File: config.mk
export PLATFORM = sky130hd
export DESIGN_NAME = controle_acesso_parametrizado_flat
export DESIGN_NICKNAME = d
export VERILOG_FILES = /design/src/rtl/controle_acesso_parametrizado_if.sv /design/src/rtl/controle_acesso_parametrizado.sv /design/src/flat_wrapper.sv
export SDC_FILE = /design/constraint.sdc
export NUM_CORES = 1
export LEC_CHECK = 0
export ABC_AREA = 1
export CAP_MARGIN = 20
export CORE_ASPECT_RATIO = 1.25
export CORE_MARGIN = 5
export CORE_UTILIZATION = 40
export DETAILED_ROUTE_END_ITERATION = 16
export GPL_TIMING_DRIVEN = 0
export HOLD_SLACK_MARGIN = 0.08
export SYNTH_ARGS = -nofsm -noshare
export SYNTH_HDL_FRONTEND = slang
export SYNTH_SLANG_ARGS = --single-unit
File: constraint.sdc
create_clock -name CLK_DA_PLACA -period 3.37 [get_ports CLK_DA_PLACA]
set_input_delay 0.5055 -clock CLK_DA_PLACA [delete_from_list [all_inputs] [get_ports CLK_DA_PLACA]]
set_output_delay 0.5055 -clock CLK_DA_PLACA [all_outputs]
set_load 0.05 [all_outputs]
File: src/rtl/controle_acesso_parametrizado_if.sv
// Signal bundle between the parking-gate controller and its surroundings.
// Macro: none.
// Modports:
//   master - drives raw sensors and debounced button pulses, observes gate/LED/display outputs
//   slave  - the controller: consumes sensors/buttons, drives gate, LEDs, phrase select, occupancy
interface controle_acesso_parametrizado_if #(
  parameter int unsigned CAPACIDADE = 16
);
  localparam int unsigned OcupW = $clog2(CAPACIDADE + 1);

  logic             SENSOR_EXTERNO;
  logic             SENSOR_INTERNO;
  logic [3:0]       BOTOES;
  logic             CANCELA_DO_ESTACIONAMENTO;
  logic             LED_VERDE;
  logic             LED_VERMELHO;
  logic             LED_AZUL;
  logic [3:0]       ESTADO_FRASE;
  logic [OcupW-1:0] OCUPACAO;
  logic             CHEIO;

  modport master (
    output SENSOR_EXTERNO, SENSOR_INTERNO, BOTOES,
    input  CANCELA_DO_ESTACIONAMENTO, LED_VERDE, LED_VERMELHO, LED_AZUL,
    input  ESTADO_FRASE, OCUPACAO, CHEIO
  );

  modport slave (
    input  SENSOR_EXTERNO, SENSOR_INTERNO, BOTOES,
    output CANCELA_DO_ESTACIONAMENTO, LED_VERDE, LED_VERMELHO, LED_AZUL,
    output ESTADO_FRASE, OCUPACAO, CHEIO
  );
endinterface

File: src/rtl/controle_acesso_parametrizado.sv
// Parametrised parking-gate controller: password-protected entry, free exit, occupancy
// counter against a capacity, and optional keypad lockout after repeated wrong codes.
// Optional feature macro: BLOQUEIO_EN (lockout state + wrong-code counter).
// Ports:
//   CLK_DA_PLACA - board clock
//   RESET        - asynchronous active-high reset
//   bus (slave)  - sensors, buttons in; gate, LEDs, phrase select, occupancy, full flag out
module controle_acesso_parametrizado #(
  parameter int unsigned              CLK_HZ         = 50_000_000,
  parameter int unsigned              CAPACIDADE     = 16,
  parameter int unsigned              SENHA_DIGITOS  = 4,
  parameter logic [2*SENHA_DIGITOS-1:0] SENHA        = 8'b00_01_10_11,
  parameter int unsigned              TIMEOUT_S      = 20,
  parameter int unsigned              ERRO_S         = 2,
  parameter int unsigned              MAX_TENTATIVAS = 3,
  parameter int unsigned              BLOQUEIO_S     = 30
) (
  input logic                           CLK_DA_PLACA,
  input logic                           RESET,
  controle_acesso_parametrizado_if.slave bus
);
  localparam int unsigned OcupW  = $clog2(CAPACIDADE + 1);
  localparam int unsigned PrescW = $clog2(CLK_HZ + 1);
  localparam int unsigned SenhaW = 2 * SENHA_DIGITOS;
  localparam int unsigned CntW   = $clog2(SENHA_DIGITOS + 1);
  localparam int unsigned MaxS0  = (TIMEOUT_S > ERRO_S) ? TIMEOUT_S : ERRO_S;
  localparam int unsigned MaxS   = (MaxS0 > BLOQUEIO_S) ? MaxS0 : BLOQUEIO_S;
  localparam int unsigned SegW   = $clog2(MaxS + 1);

  if (CAPACIDADE < 1 || SENHA_DIGITOS < 1 || SENHA_DIGITOS > 8 || MAX_TENTATIVAS < 1 ||
      CLK_HZ < 1) begin : g_param_invalido
    $error("controle_acesso_parametrizado: invalid parameter set");
  end

  typedef enum logic [2:0] {
    StOcioso, StSenha, StErro, StEntrada, StSaida
`ifdef BLOQUEIO_EN
    , StBloqueio
`endif
  } estado_e;

  estado_e r_estado, w_estado_d;

  // Sensor synchronisers; the third flop only serves rising-edge detection.
  logic r_ext_s1, r_ext_s2, r_ext_s3, r_int_s1, r_int_s2, r_int_s3;
  logic w_ext_sobe, w_int_sobe;

  logic [PrescW-1:0] r_presc;
  logic [SegW-1:0]   r_seg;
  logic              r_azul;
  logic              w_tick, w_fim_timeout, w_fim_erro, w_mudou;

  logic [SenhaW-1:0] r_digitos;
  logic [CntW-1:0]   r_cnt;
  logic              w_botao_ok, w_completo;
  logic [1:0]        w_digito;

  logic             r_passou, w_passagem_ok;
  logic [OcupW-1:0] r_ocup;
  logic             w_cheio;

  logic       w_cancela, w_verde, w_vermelho, w_azul;
  logic [3:0] w_frase;

  assign w_ext_sobe = r_ext_s2 & ~r_ext_s3;
  assign w_int_sobe = r_int_s2 & ~r_int_s3;

  // Tick lands exactly CLK_HZ cycles after the last restart of the prescaler.
  assign w_tick        = (r_presc == PrescW'(CLK_HZ - 1));
  assign w_fim_timeout = w_tick && (r_seg == SegW'(TIMEOUT_S - 1));
  assign w_fim_erro    = w_tick && (r_seg == SegW'(ERRO_S - 1));
  assign w_mudou       = (w_estado_d != r_estado);

  assign w_botao_ok    = $onehot(bus.BOTOES);
  assign w_digito      = {bus.BOTOES[3] | bus.BOTOES[2], bus.BOTOES[3] | bus.BOTOES[1]};
  assign w_completo    = (r_cnt == CntW'(SENHA_DIGITOS));

  assign w_passagem_ok = r_passou & ~r_ext_s2 & ~r_int_s2;
  assign w_cheio       = (r_ocup == OcupW'(CAPACIDADE));

`ifdef BLOQUEIO_EN
  localparam int unsigned TentW = $clog2(MAX_TENTATIVAS + 1);
  logic [TentW-1:0] r_tent;
  logic             w_fim_bloq;
  assign w_fim_bloq = w_tick && (r_seg == SegW'(BLOQUEIO_S - 1));

  always_ff @(posedge CLK_DA_PLACA or posedge RESET) begin
    if (RESET) begin
      r_tent <= '0;
    end else if (r_estado == StSenha && w_estado_d == StErro) begin
      r_tent <= r_tent + 1'b1;
    end else if ((r_estado == StSenha && w_estado_d == StEntrada) ||
                 (r_estado == StBloqueio && w_estado_d == StOcioso)) begin
      r_tent <= '0;
    end
  end
`endif

  always_ff @(posedge CLK_DA_PLACA or posedge RESET) begin
    if (RESET) begin
      r_ext_s1 <= 1'b0;
      r_ext_s2 <= 1'b0;
      r_ext_s3 <= 1'b0;
      r_int_s1 <= 1'b0;
      r_int_s2 <= 1'b0;
      r_int_s3 <= 1'b0;
    end else begin
      r_ext_s1 <= bus.SENSOR_EXTERNO;
      r_ext_s2 <= r_ext_s1;
      r_ext_s3 <= r_ext_s2;
      r_int_s1 <= bus.SENSOR_INTERNO;
      r_int_s2 <= r_int_s1;
      r_int_s3 <= r_int_s2;
    end
  end

  // Timer, blink, digit buffer and passage flag all restart with each state change.
  always_ff @(posedge CLK_DA_PLACA or posedge RESET) begin
    if (RESET) begin
      r_estado  <= StOcioso;
      r_presc   <= '0;
      r_seg     <= '0;
      r_azul    <= 1'b0;
      r_digitos <= '0;
      r_cnt     <= '0;
      r_passou  <= 1'b0;
    end else begin
      r_estado <= w_estado_d;
      if (w_mudou) begin
        r_presc <= '0;
        r_seg   <= '0;
        r_azul  <= 1'b0;
      end else if (w_tick) begin
        r_presc <= '0;
        r_seg   <= r_seg + 1'b1;
        r_azul  <= ~r_azul;
      end else begin
        r_presc <= r_presc + 1'b1;
      end

      if (w_mudou || r_estado != StSenha) begin
        r_digitos <= '0;
        r_cnt     <= '0;
      end else if (w_botao_ok && !w_completo) begin
        r_digitos <= (r_digitos << 2) | SenhaW'(w_digito);
        r_cnt     <= r_cnt + 1'b1;
      end

      if (w_mudou) begin
        r_passou <= 1'b0;
      end else if ((r_estado == StEntrada && r_int_s2) || (r_estado == StSaida && r_ext_s2)) begin
        r_passou <= 1'b1;
      end
    end
  end

  // Occupancy moves on the same edge that returns the FSM to idle after a passage.
  always_ff @(posedge CLK_DA_PLACA or posedge RESET) begin
    if (RESET) begin
      r_ocup <= '0;
    end else if (r_estado == StEntrada && w_passagem_ok && !w_cheio) begin
      r_ocup <= r_ocup + 1'b1;
    end else if (r_estado == StSaida && w_passagem_ok && r_ocup != '0) begin
      r_ocup <= r_ocup - 1'b1;
    end
  end

  always_comb begin
    w_estado_d = r_estado;
    w_cancela  = 1'b0;
    w_verde    = 1'b0;
    w_vermelho = 1'b0;
    w_azul     = 1'b0;
    w_frase    = 4'b0000;
    unique case (r_estado)
      StOcioso: begin
        w_frase = {3'b000, w_cheio & r_ext_s2};
        if (w_int_sobe) w_estado_d = StSaida;
        else if (w_ext_sobe && !w_cheio) w_estado_d = StSenha;
      end
      StSenha: begin
        w_frase = 4'b0010;
        w_azul  = r_azul;
        if (w_completo) w_estado_d = (r_digitos == SENHA) ? StEntrada : StErro;
        else if (w_fim_timeout) w_estado_d = StOcioso;
      end
      StErro: begin
        w_frase    = 4'b1000;
        w_vermelho = 1'b1;
`ifdef BLOQUEIO_EN
        if (w_fim_erro)
          w_estado_d = (r_tent == TentW'(MAX_TENTATIVAS)) ? StBloqueio : StSenha;
`else
        if (w_fim_erro) w_estado_d = StSenha;
`endif
      end
`ifdef BLOQUEIO_EN
      StBloqueio: begin
        w_frase    = 4'b1000;
        w_vermelho = 1'b1;
        if (w_fim_bloq) w_estado_d = StOcioso;
      end
`endif
      StEntrada, StSaida: begin
        w_cancela = 1'b1;
        w_verde   = 1'b1;
        w_frase   = 4'b0100;
        if (w_passagem_ok || (w_fim_timeout && !r_passou)) w_estado_d = StOcioso;
      end
      default: w_estado_d = StOcioso;
    endcase
  end

  assign bus.CANCELA_DO_ESTACIONAMENTO = w_cancela;
  assign bus.LED_VERDE                 = w_verde;
  assign bus.LED_VERMELHO              = w_vermelho;
  assign bus.LED_AZUL                  = w_azul;
  assign bus.ESTADO_FRASE              = w_frase;
  assign bus.OCUPACAO                  = r_ocup;
  assign bus.CHEIO                     = w_cheio;
endmodule

File: src/flat_wrapper.sv
// flat-port wrapper written by rule: the top's interface ports become plain ports
module controle_acesso_parametrizado_flat 
#(
  parameter int unsigned              CLK_HZ         = 50_000_000,
  parameter int unsigned              CAPACIDADE     = 16,
  parameter int unsigned              SENHA_DIGITOS  = 4,
  parameter logic [2*SENHA_DIGITOS-1:0] SENHA        = 8'b00_01_10_11,
  parameter int unsigned              TIMEOUT_S      = 20,
  parameter int unsigned              ERRO_S         = 2,
  parameter int unsigned              MAX_TENTATIVAS = 3,
  parameter int unsigned              BLOQUEIO_S     = 30
)
  (CLK_DA_PLACA, RESET, bus_SENSOR_EXTERNO, bus_SENSOR_INTERNO, bus_BOTOES, bus_CANCELA_DO_ESTACIONAMENTO, bus_LED_VERDE, bus_LED_VERMELHO, bus_LED_AZUL, bus_ESTADO_FRASE, bus_OCUPACAO, bus_CHEIO);
  controle_acesso_parametrizado_if #(.CAPACIDADE(CAPACIDADE)) bus_i ();
  input logic CLK_DA_PLACA;
  input logic RESET;
  input wire logic [$bits(bus_i.SENSOR_EXTERNO)-1:0] bus_SENSOR_EXTERNO;
  input wire logic [$bits(bus_i.SENSOR_INTERNO)-1:0] bus_SENSOR_INTERNO;
  input wire logic [$bits(bus_i.BOTOES)-1:0] bus_BOTOES;
  output wire logic [$bits(bus_i.CANCELA_DO_ESTACIONAMENTO)-1:0] bus_CANCELA_DO_ESTACIONAMENTO;
  output wire logic [$bits(bus_i.LED_VERDE)-1:0] bus_LED_VERDE;
  output wire logic [$bits(bus_i.LED_VERMELHO)-1:0] bus_LED_VERMELHO;
  output wire logic [$bits(bus_i.LED_AZUL)-1:0] bus_LED_AZUL;
  output wire logic [$bits(bus_i.ESTADO_FRASE)-1:0] bus_ESTADO_FRASE;
  output wire logic [$bits(bus_i.OCUPACAO)-1:0] bus_OCUPACAO;
  output wire logic [$bits(bus_i.CHEIO)-1:0] bus_CHEIO;
  assign bus_i.SENSOR_EXTERNO = bus_SENSOR_EXTERNO;
  assign bus_i.SENSOR_INTERNO = bus_SENSOR_INTERNO;
  assign bus_i.BOTOES = bus_BOTOES;
  assign bus_CANCELA_DO_ESTACIONAMENTO = bus_i.CANCELA_DO_ESTACIONAMENTO;
  assign bus_LED_VERDE = bus_i.LED_VERDE;
  assign bus_LED_VERMELHO = bus_i.LED_VERMELHO;
  assign bus_LED_AZUL = bus_i.LED_AZUL;
  assign bus_ESTADO_FRASE = bus_i.ESTADO_FRASE;
  assign bus_OCUPACAO = bus_i.OCUPACAO;
  assign bus_CHEIO = bus_i.CHEIO;
  controle_acesso_parametrizado #(.CLK_HZ(CLK_HZ), .CAPACIDADE(CAPACIDADE), .SENHA_DIGITOS(SENHA_DIGITOS), .SENHA(SENHA), .TIMEOUT_S(TIMEOUT_S), .ERRO_S(ERRO_S), .MAX_TENTATIVAS(MAX_TENTATIVAS), .BLOQUEIO_S(BLOQUEIO_S)) u_core (.CLK_DA_PLACA(CLK_DA_PLACA), .RESET(RESET), .bus(bus_i));
endmodule
==> impl.org, run 1 <==
** Synth
- In this run, synthesis produced a sequential element count of 58.
- For this run, the number of Yosys warnings is 0.
- The average instance in the mapped netlist occupies 8.077 um2.
- In the synthesized netlist, the number of instances is approximately 440.
- Area share of the leading cell type in the synthesized netlist :: 0.4112
- Area contributors post-synth :: sky130_fd_sc_hd__dfrtp_1, sky130_fd_sc_hd__nand2_1, sky130_fd_sc_hd__nor2_2, sky130_fd_sc_hd__inv_1, sky130_fd_sc_hd__nor2_1
- Counting flops with a built-in enable in the synthesized netlist gives 0.
- In the synthesized netlist the async set-or-reset flop fraction comes to 1.000.
- Main flop type after synthesis :: sky130_fd_sc_hd__dfrtp_1
- The number of nets in the synthesized netlist is 459.
- Synthesis instantiated 33 different standard cells from the library.
- Netlist area before placement :: around 0.0035 mm2
- The synthesized design spends more area on one cell type than any other, namely sky130_fd_sc_hd__dfrtp_1.
- For this run, the register share of the synthesized area comes to 0.4112.

** Timing
- Final Cycle Share :: 0.9309
- Across all setup checks in the final design, the least slack found is between 0.2 and 0.25 ns.
- For the pin with the worst max-slew slack, the measured transition is approximately 0.74 ns.
- Static timing analysis puts the maximum clock frequency at about 320 MHz.
- The worst pin sits at a relative slew slack of 0.5002.
- WHS :: ~0.34 ns
- The final hold violation count is 0.
- Setup repair after global routing left no endpoint under its margin.
- The number of slew-limit violations in the final report came to 0.
- Number of setup violations in the final report :: 0
- Clock Skews :: 0.01137 ns
- The clock period could shrink to 3.137 ns.

** Hold path
- Worst hold-check path type :: flop to flop

** Global routing
- First-pass GRT wire length :: ~13 mm
- For this run the aggregate overflow at the end of global routing stands at 0.
- Total GRT Usage :: 0.1527
- The initial antenna violation count was 0.
- The number of global-route vias before repair was roughly 2.9k.
- Largest net degree at the start of global routing :: 31

** Run status
- Outcome :: finished, final reports clean

** Worst setup path
- Start-to-end type of the worst setup path :: input port to flop
- Data arrives at the worst endpoint at ~3.4 ns.
- At the worst endpoint, the required time is ~3.6 ns.
- In this run the worst path has a maximum fanout of 10.
- Type of destination of the critical path :: flop
- The worst setup path is launched from an input port.

** CTS
- TritonCTS created 9 clock buffers.
- Once the clock tree was built, the setup fixing pass inserted 0 buffers.
- TritonCTS clock tree :: yes
- Clock edge transition at the registers on the reported setup and hold paths :: roughly 0.07 ns
- Maximum clock insertion buffer count :: 2
- Buffers inserted to repair hold after CTS numbered 0.
- In this run the clock root is driven by a sky130_fd_sc_hd__clkbuf_8.
- Gates resized during post-CTS repair numbered 0.
- Clock sink total :: 58
- H-tree lvl count :: 3
- At the later pin of the worst-skew pair, clock insertion delay measures between 0.3 and 0.4 ns.

** Power and ir drop
- Internal portion of total power :: 1428 uW
- The share of total power dissipated in combinational logic is 0.322.
- Power per Cell Area :: roughly 540 mW/mm2
- Of the total power, the share spent switching nets is 0.3616.
- Reported net switching power :: ~810 uW
- VDD sags by at most 0.0002629 V.
- The share of total power dissipated in the clock network is 0.321.
- Of the total power, registers draw 0.357.
- In this run the static leakage power is 0.001750 uW.

** Detailed routing
- In the final routed layout, each cell accounts on average for around 12 um.
- DR DRC count :: 0
- Using the TritonRoute via totals, the vias-per-cell ratio works out to 4.857.
- Router iterations before antenna repair :: 4
- Initial DRC Count :: between 100 and 150
- Final wirelength :: 7.372 mm
- Number of vias after detailed routing :: 2890
- The detail route stage leaves a number of antenna-violating nets equal to 0.

** Cells and area
- In the layout the commonest cells are sky130_fd_sc_hd__nand2_1, sky130_fd_sc_hd__dfrtp_1, sky130_fd_sc_hd__inv_1.
- Synth-to-layout area growth :: 16.98%
- Post-layout util :: 0.4772
- Fill cell total of the finished layout :: ~880
- Combined flip-flop and latch cell area :: roughly 0.0015 mm2
- Share of post-route cells with drive strength above 1 :: 0.1895
- Net count of the finished layout :: slightly below 500
- Design area :: between 0.004 and 0.005 mm2
- Count of inserted antenna diode cells :: 0
- Total area of multi-input combinational cells :: between 0.0015 and 0.002 mm2
- The library cell used most frequently in the layout, excluding fill and tap cells, is sky130_fd_sc_hd__nand2_1.

** Place
- Port buffering added 21 buffers.
- Total placed instance area :: between 0.003 and 0.004 mm2
- Gp weighted congestion :: around 0.9
- OpenSTA, run right after detailed placement, puts the worst setup slack at -0.1835 ns.
- HPWL after detailed placement :: ~5.5 mm

** Die
- Measured along the y axis, the die boundary spans 115.0 um.
- Std-Cell Rows :: 38
- Horizontal die dimension :: 94.02 um
- IO Pins :: 22
- Effective utilization at floorplan :: 0.4079
- Die Outline Area :: around 0.011 mm2
- Core area :: approximately 0.0087 mm2

** Run
- Across the run, the number of max-cap violations was 0.
-- worst paths after layout --
| kind | end | slack (ns) | depth (start not counted) | start |
|---|---|---|---|---|
| worst max-delay path | u_core.r_digitos[0] | 0.23 | 9 | bus_BOTOES[3] |
| worst min-delay path | u_core.r_ext_s2 | 0.34 | 0 | u_core.r_ext_s1 |
| worst max register to register | u_core.bus.OCUPACAO[4] | 0.71 | 13 | u_core.r_estado[0] |
| worst min register to register | u_core.r_ext_s2 | 0.34 | 0 | u_core.r_ext_s1 |
| max in group asynchronous | u_core.r_presc[18] | 2.20 | 3 | RESET |
| min in group asynchronous | u_core.bus.OCUPACAO[3] | 0.58 | 2 | RESET |
-- layer usage --
metal | track usage | share of wire
met5 | 0 | 0
met4 | 0.06455 | 0.029
met3 | 0.04188 | 0.046
met2 | 0.2492 | 0.47
met1 | 0.1901 | 0.45
-- power by group through the flow --
stage	logic [uW]	clock network, uW	registers, uW
floorplan	579	0	801
global placement	716	0	810
detailed placement	727	0	811
CTS	730	745	798
global route	790	774	809
finish	720	718	799
-- cell usage after synthesis, types with 9 or more instances --
cell,number
sky130_fd_sc_hd__nor3_1,14
sky130_fd_sc_hd__ha_1,12
sky130_fd_sc_hd__nand2_1,78
sky130_fd_sc_hd__xor2_1,13
sky130_fd_sc_hd__nand4_1,13
sky130_fd_sc_hd__dfrtp_1,58
sky130_fd_sc_hd__o21ai_0,13
sky130_fd_sc_hd__a21oi_1,9
sky130_fd_sc_hd__inv_1,53
sky130_fd_sc_hd__nor2_2,37
sky130_fd_sc_hd__nand3_1,31
sky130_fd_sc_hd__nor2_1,46
-- state kept, by name, indices dropped and copies added, names as in the netlist, 3 cells and up --
name and cells:
u_core.r_digitos 8, u_core.bus.OCUPACAO 5, u_core.r_presc 26, u_core.r_cnt 3, u_core.r_estado 3, u_core.r_seg 5
-- layout make-up --
cell class,instances,share of cell area
repair buffers,22,0.05576
plain buffers,7,0.01636
well taps,120,0.03636
clock inverters,5,0.01879
inverters,58,0.05273
flip-flops and latches,58,0.3515
clock buffers,11,0.03424
multi-input cells,314,0.4342
-- kinds of logic after synthesis --
group           Yosys count  synth area share
compound gates           29           0.04892
xor+xnor                 18           0.04466
fa+ha+maj                14           0.05388
buf+inv                  65           0.08082
flops                    58            0.4112
mux                       1          0.003190
simple gates            252            0.3573
-- per-stage QoR --
stage / total power, uW / std cells / TNS, ns
5_1_grt: 2373 / 595 / 0
4_1_cts: 2273 / 595 / 0
6_report: 2237 / 595 / 0
3_5_place_dp: 1538 / 579 / -0.5214
3_3_place_gp: 1527 / 578 / -0.2192
2_1_floorplan: 1380 / 437 / 0
-- worst max-delay path, cell delays in order --
cell and delay (ns):
sky130_fd_sc_hd__clkdlybuf4s50_1 0.50, sky130_fd_sc_hd__inv_1 0.05, sky130_fd_sc_hd__ha_1 0.27, sky130_fd_sc_hd__ha_1 0.21, sky130_fd_sc_hd__fa_1 0.44, sky130_fd_sc_hd__nor4_1 0.68
sky130_fd_sc_hd__clkbuf_1 0.40, sky130_fd_sc_hd__o21ai_0 0.18, sky130_fd_sc_hd__a21oi_1 0.16
(Power assumes the default switching activity.)
==> run 2, diff against run 1 <==
Settings changed: SETUP_SLACK_MARGIN set to 0.5, SLEW_MARGIN set to 40.
==> run 2 against run 1 <==
  * Worst hold slack improved by 0.0016 ns
  * Largest power group unchanged
  * Flip-flop and latch count is the same
  * Sequential share of layout area increased by 0.20 points
  * First-iteration DRC count shrank 15%
  * Clock power shrank 20%
  * Design area is 0.58% lower
  * Combinational power up 0.6%
  * Global-route usage shrank 0.21 points
==> impl.org, run 2 (synthesis gave the netlist of run 1 again) <==
** Power and ir drop
- Static power due to leakage :: 0.001734 uW
- The share of total power dissipated in the clock network is 0.274.
- Power per Cell Area :: around 510 mW/mm2
- Reported net switching power :: a little over 800 uW
- The internal portion of the total power is about 1300 uW.
- Of the total power, registers draw 0.381.
- Maximum vdd drop :: between 0.0002 and 0.0003 V
- Of the total power, combinational logic draws 0.345.
- Switching share of power :: 0.3903

** Cells and area
- Most common library cell in the layout ignoring fill and taps :: sky130_fd_sc_hd__nand2_1
- The finished layout holds a little under 600 standard cells, fillers aside.
- Net count of the finished layout :: slightly below 500
- Relative to the synthesized area, the layout overhead comes to 16.31%.
- Largest registers :: u_core.r_presc (26), u_core.r_digitos (8)
- Counting flops per register, the top entry is u_core.r_presc.
- Commonest non-fill, non-tap cells in the layout :: sky130_fd_sc_hd__nand2_1, sky130_fd_sc_hd__dfrtp_1, sky130_fd_sc_hd__inv_1
- Of the cells placed in the final design, the portion with a size suffix greater than 1 is 0.1937.
- Count of inserted antenna diode cells :: 0
- The layout has slightly below 900 filler cells.
- Max FFs per register :: 26

** Worst setup path
- By startpoint and endpoint, the worst setup path is classified as input port to flop.
- Startpoint of the worst register-to-register path :: u_core.r_estado[0]
- In this run the critical register-to-register path is captured at u_core.bus.OCUPACAO[4].
- The setup check on the worst reg-to-reg path leaves a slack of ~0.84 ns.
- In this run the worst setup path begins at bus_BOTOES[3].
- Type of destination of the critical path :: flop
- STA puts the critical path data arrival time at about 3 ns.
- For the worst flop-to-flop path, the logic depth is 13.
- In this run the worst path has a maximum fanout of 10.
- Required time worst endpoint :: 3.65 ns
- Launching element type of the critical path :: input port

** Die
- Effective utilization at floorplan :: 0.4079
- After floorplanning, the core was sized to cover 0.008653 mm2.
- IO Pins :: 22
- Die Outline Area :: around 0.011 mm2
- Std-Cell Rows :: 38
- Horizontal die dimension :: roughly 94 um
- Floorplan die height :: approximately 120 um

** Run
- Max-cap violations in this run came to 0.

** Timing
- Number of setup violations in the final report :: 0
- In the finished design, the share of the clock period the worst path needs comes to 0.8101.
- Setup total negative slack :: 0 ns
- After layout, the worst setup slack is between 0.6 and 0.7 ns.
- Fmax :: about 370 MHz
- Final slew viol count :: 0
- Clock period minus worst slack :: 2.730 ns
- Setup repair after global routing left no endpoint under its margin.
- Transition time at the pin with the least slew margin :: about 0.53 ns
- Measured against its own limit, the worst slew margin works out to 0.6458.
- Clock Skews :: about 0.014 ns
- The final hold violation count came to 0.

** Detailed routing
- Number of vias after detailed routing :: between 2k and 3k
- Router iterations before antenna repair :: 4
- Summed over all layers, the routed wires come to about 7.3 mm.
- After the first detailed-routing iteration, the DRC count stood at 96.
- DR DRC count :: 0
- Post-detailed-route wirelength per cell :: between 10 and 15 um
- Vias per std cell :: 4.827
- The count of nets left with antenna violations once routing finished came out at 0.

** Hold path
- Source of the worst hold timing path :: u_core.r_ext_s1
- Hold path depth :: 0
- The worst hold path terminates at u_core.r_ext_s2.
- In this run the worst hold path is classified as flop to flop.

** Place
- DP Worst Slack :: -0.1503 ns
- HPWL after detailed placement :: 5.457 mm
- Gp weighted congestion :: around 0.9
- Count of input and output buffers :: 21
- Counting tap cells, the placed design contains a total of between 500 and 600 instances.

** CTS
- Worst skew pair latency :: 0.35 ns
- Maximum clock insertion buffer count :: 2
- TritonCTS clock tree :: yes
- CTS saw 58 sinks.
- Clock tree synthesis inserted a total of 9 buffers.
- After clock tree synthesis, the flow added hold-fix buffers numbering 0.
- Root cell of the clock tree :: sky130_fd_sc_hd__clkbuf_8
- The clock tree synthesis step divided the H-tree into 3 levels.
- Clock-pin slew was measured on the worst setup and hold paths at ~0.070 ns.

** Run status
- The run finished with clean final reports.

** Global routing
- The total overflow left after global routing is 0.
- Total GRT Usage :: 0.1506
- First-pass GRT wire length :: 13.01 mm
- The initial antenna violation count came to 0.
- The number of global-route vias before repair is roughly 2.9k.
- Largest net degree at the start of global routing :: between 40 and 50
run 2: layer usage:
layer,GRT usage,up-vias,wire length (um)
met5,0,-,0
li1,-,1465,-
met4,0.07033,0,214
met2,0.2492,46,3430
met1,0.1861,1344,3388
met3,0.03403,17,269
run 2: worst max-delay path, stage by stage:
cell and delay (ns):
sky130_fd_sc_hd__clkdlybuf4s50_1 0.52, sky130_fd_sc_hd__inv_1 0.06, sky130_fd_sc_hd__ha_1 0.27, sky130_fd_sc_hd__ha_1 0.21, sky130_fd_sc_hd__fa_1 0.48, sky130_fd_sc_hd__nor4_4 0.41, sky130_fd_sc_hd__clkbuf_2 0.28, sky130_fd_sc_hd__o21ai_0 0.12
sky130_fd_sc_hd__a21oi_1 0.14
run 2: worst max path at each step:
stage                          end  slack (ns)  cells after the start
3_5_place_dp   u_core.r_digitos[0]       -0.15                      9
4_1_cts        u_core.r_digitos[0]        0.51                      9
3_3_place_gp   u_core.r_digitos[0]       -0.13                      9
6_report       u_core.r_digitos[0]        0.64                      9
5_1_grt        u_core.r_digitos[0]        0.51                      9
2_1_floorplan  u_core.r_digitos[0]        0.77                      8
run 2: final cells by class:
cell class | count | area, um2 | share of cell area
inverter | 58 | 220.2 | 0.05364
sequential | 58 | 1451 | 0.3536
tap | 120 | 150.1 | 0.03657
clock inverter | 5 | 30.03 | 0.007315
timing repair buffer | 22 | 229.0 | 0.05578
clock buffer | 11 | 141.4 | 0.03444
multi-input combinational | 314 | 1814 | 0.4419
buffer | 7 | 68.82 | 0.01676
run 2: power groups by stage:
stage	clock, uW	sequential (uW)	combinational [uW]
2_1_floorplan	0	801	579
3_3_place_gp	0	810	716
3_5_place_dp	0	811	725
4_1_cts	595	798	734
5_1_grt	618	810	800
6_report	574	800	724
run 2: through the flow:
step / power, uW / util / hold WS (ns) / instance area (um2)
after CTS: 2127 / 0.4735 / 0.3476 / 4098
after floorplan: 1380 / - / 0.3312 / 3530
after global routing: 2228 / 0.4744 / 0.3642 / 4105
after detailed placement: 1536 / 0.4521 / 0.3420 / 3913
final: 2099 / 0.4744 / 0.3425 / 4105
after global placement: 1527 / 0.4495 / 0.3383 / 3890
run 2: timing repair:
item	CTS	global route
endpoints found under the setup margin	11	10
pin swaps	0	0
endpoints found under the hold margin	0	0
buffers inserted	0	0
gates resized for setup	3	3
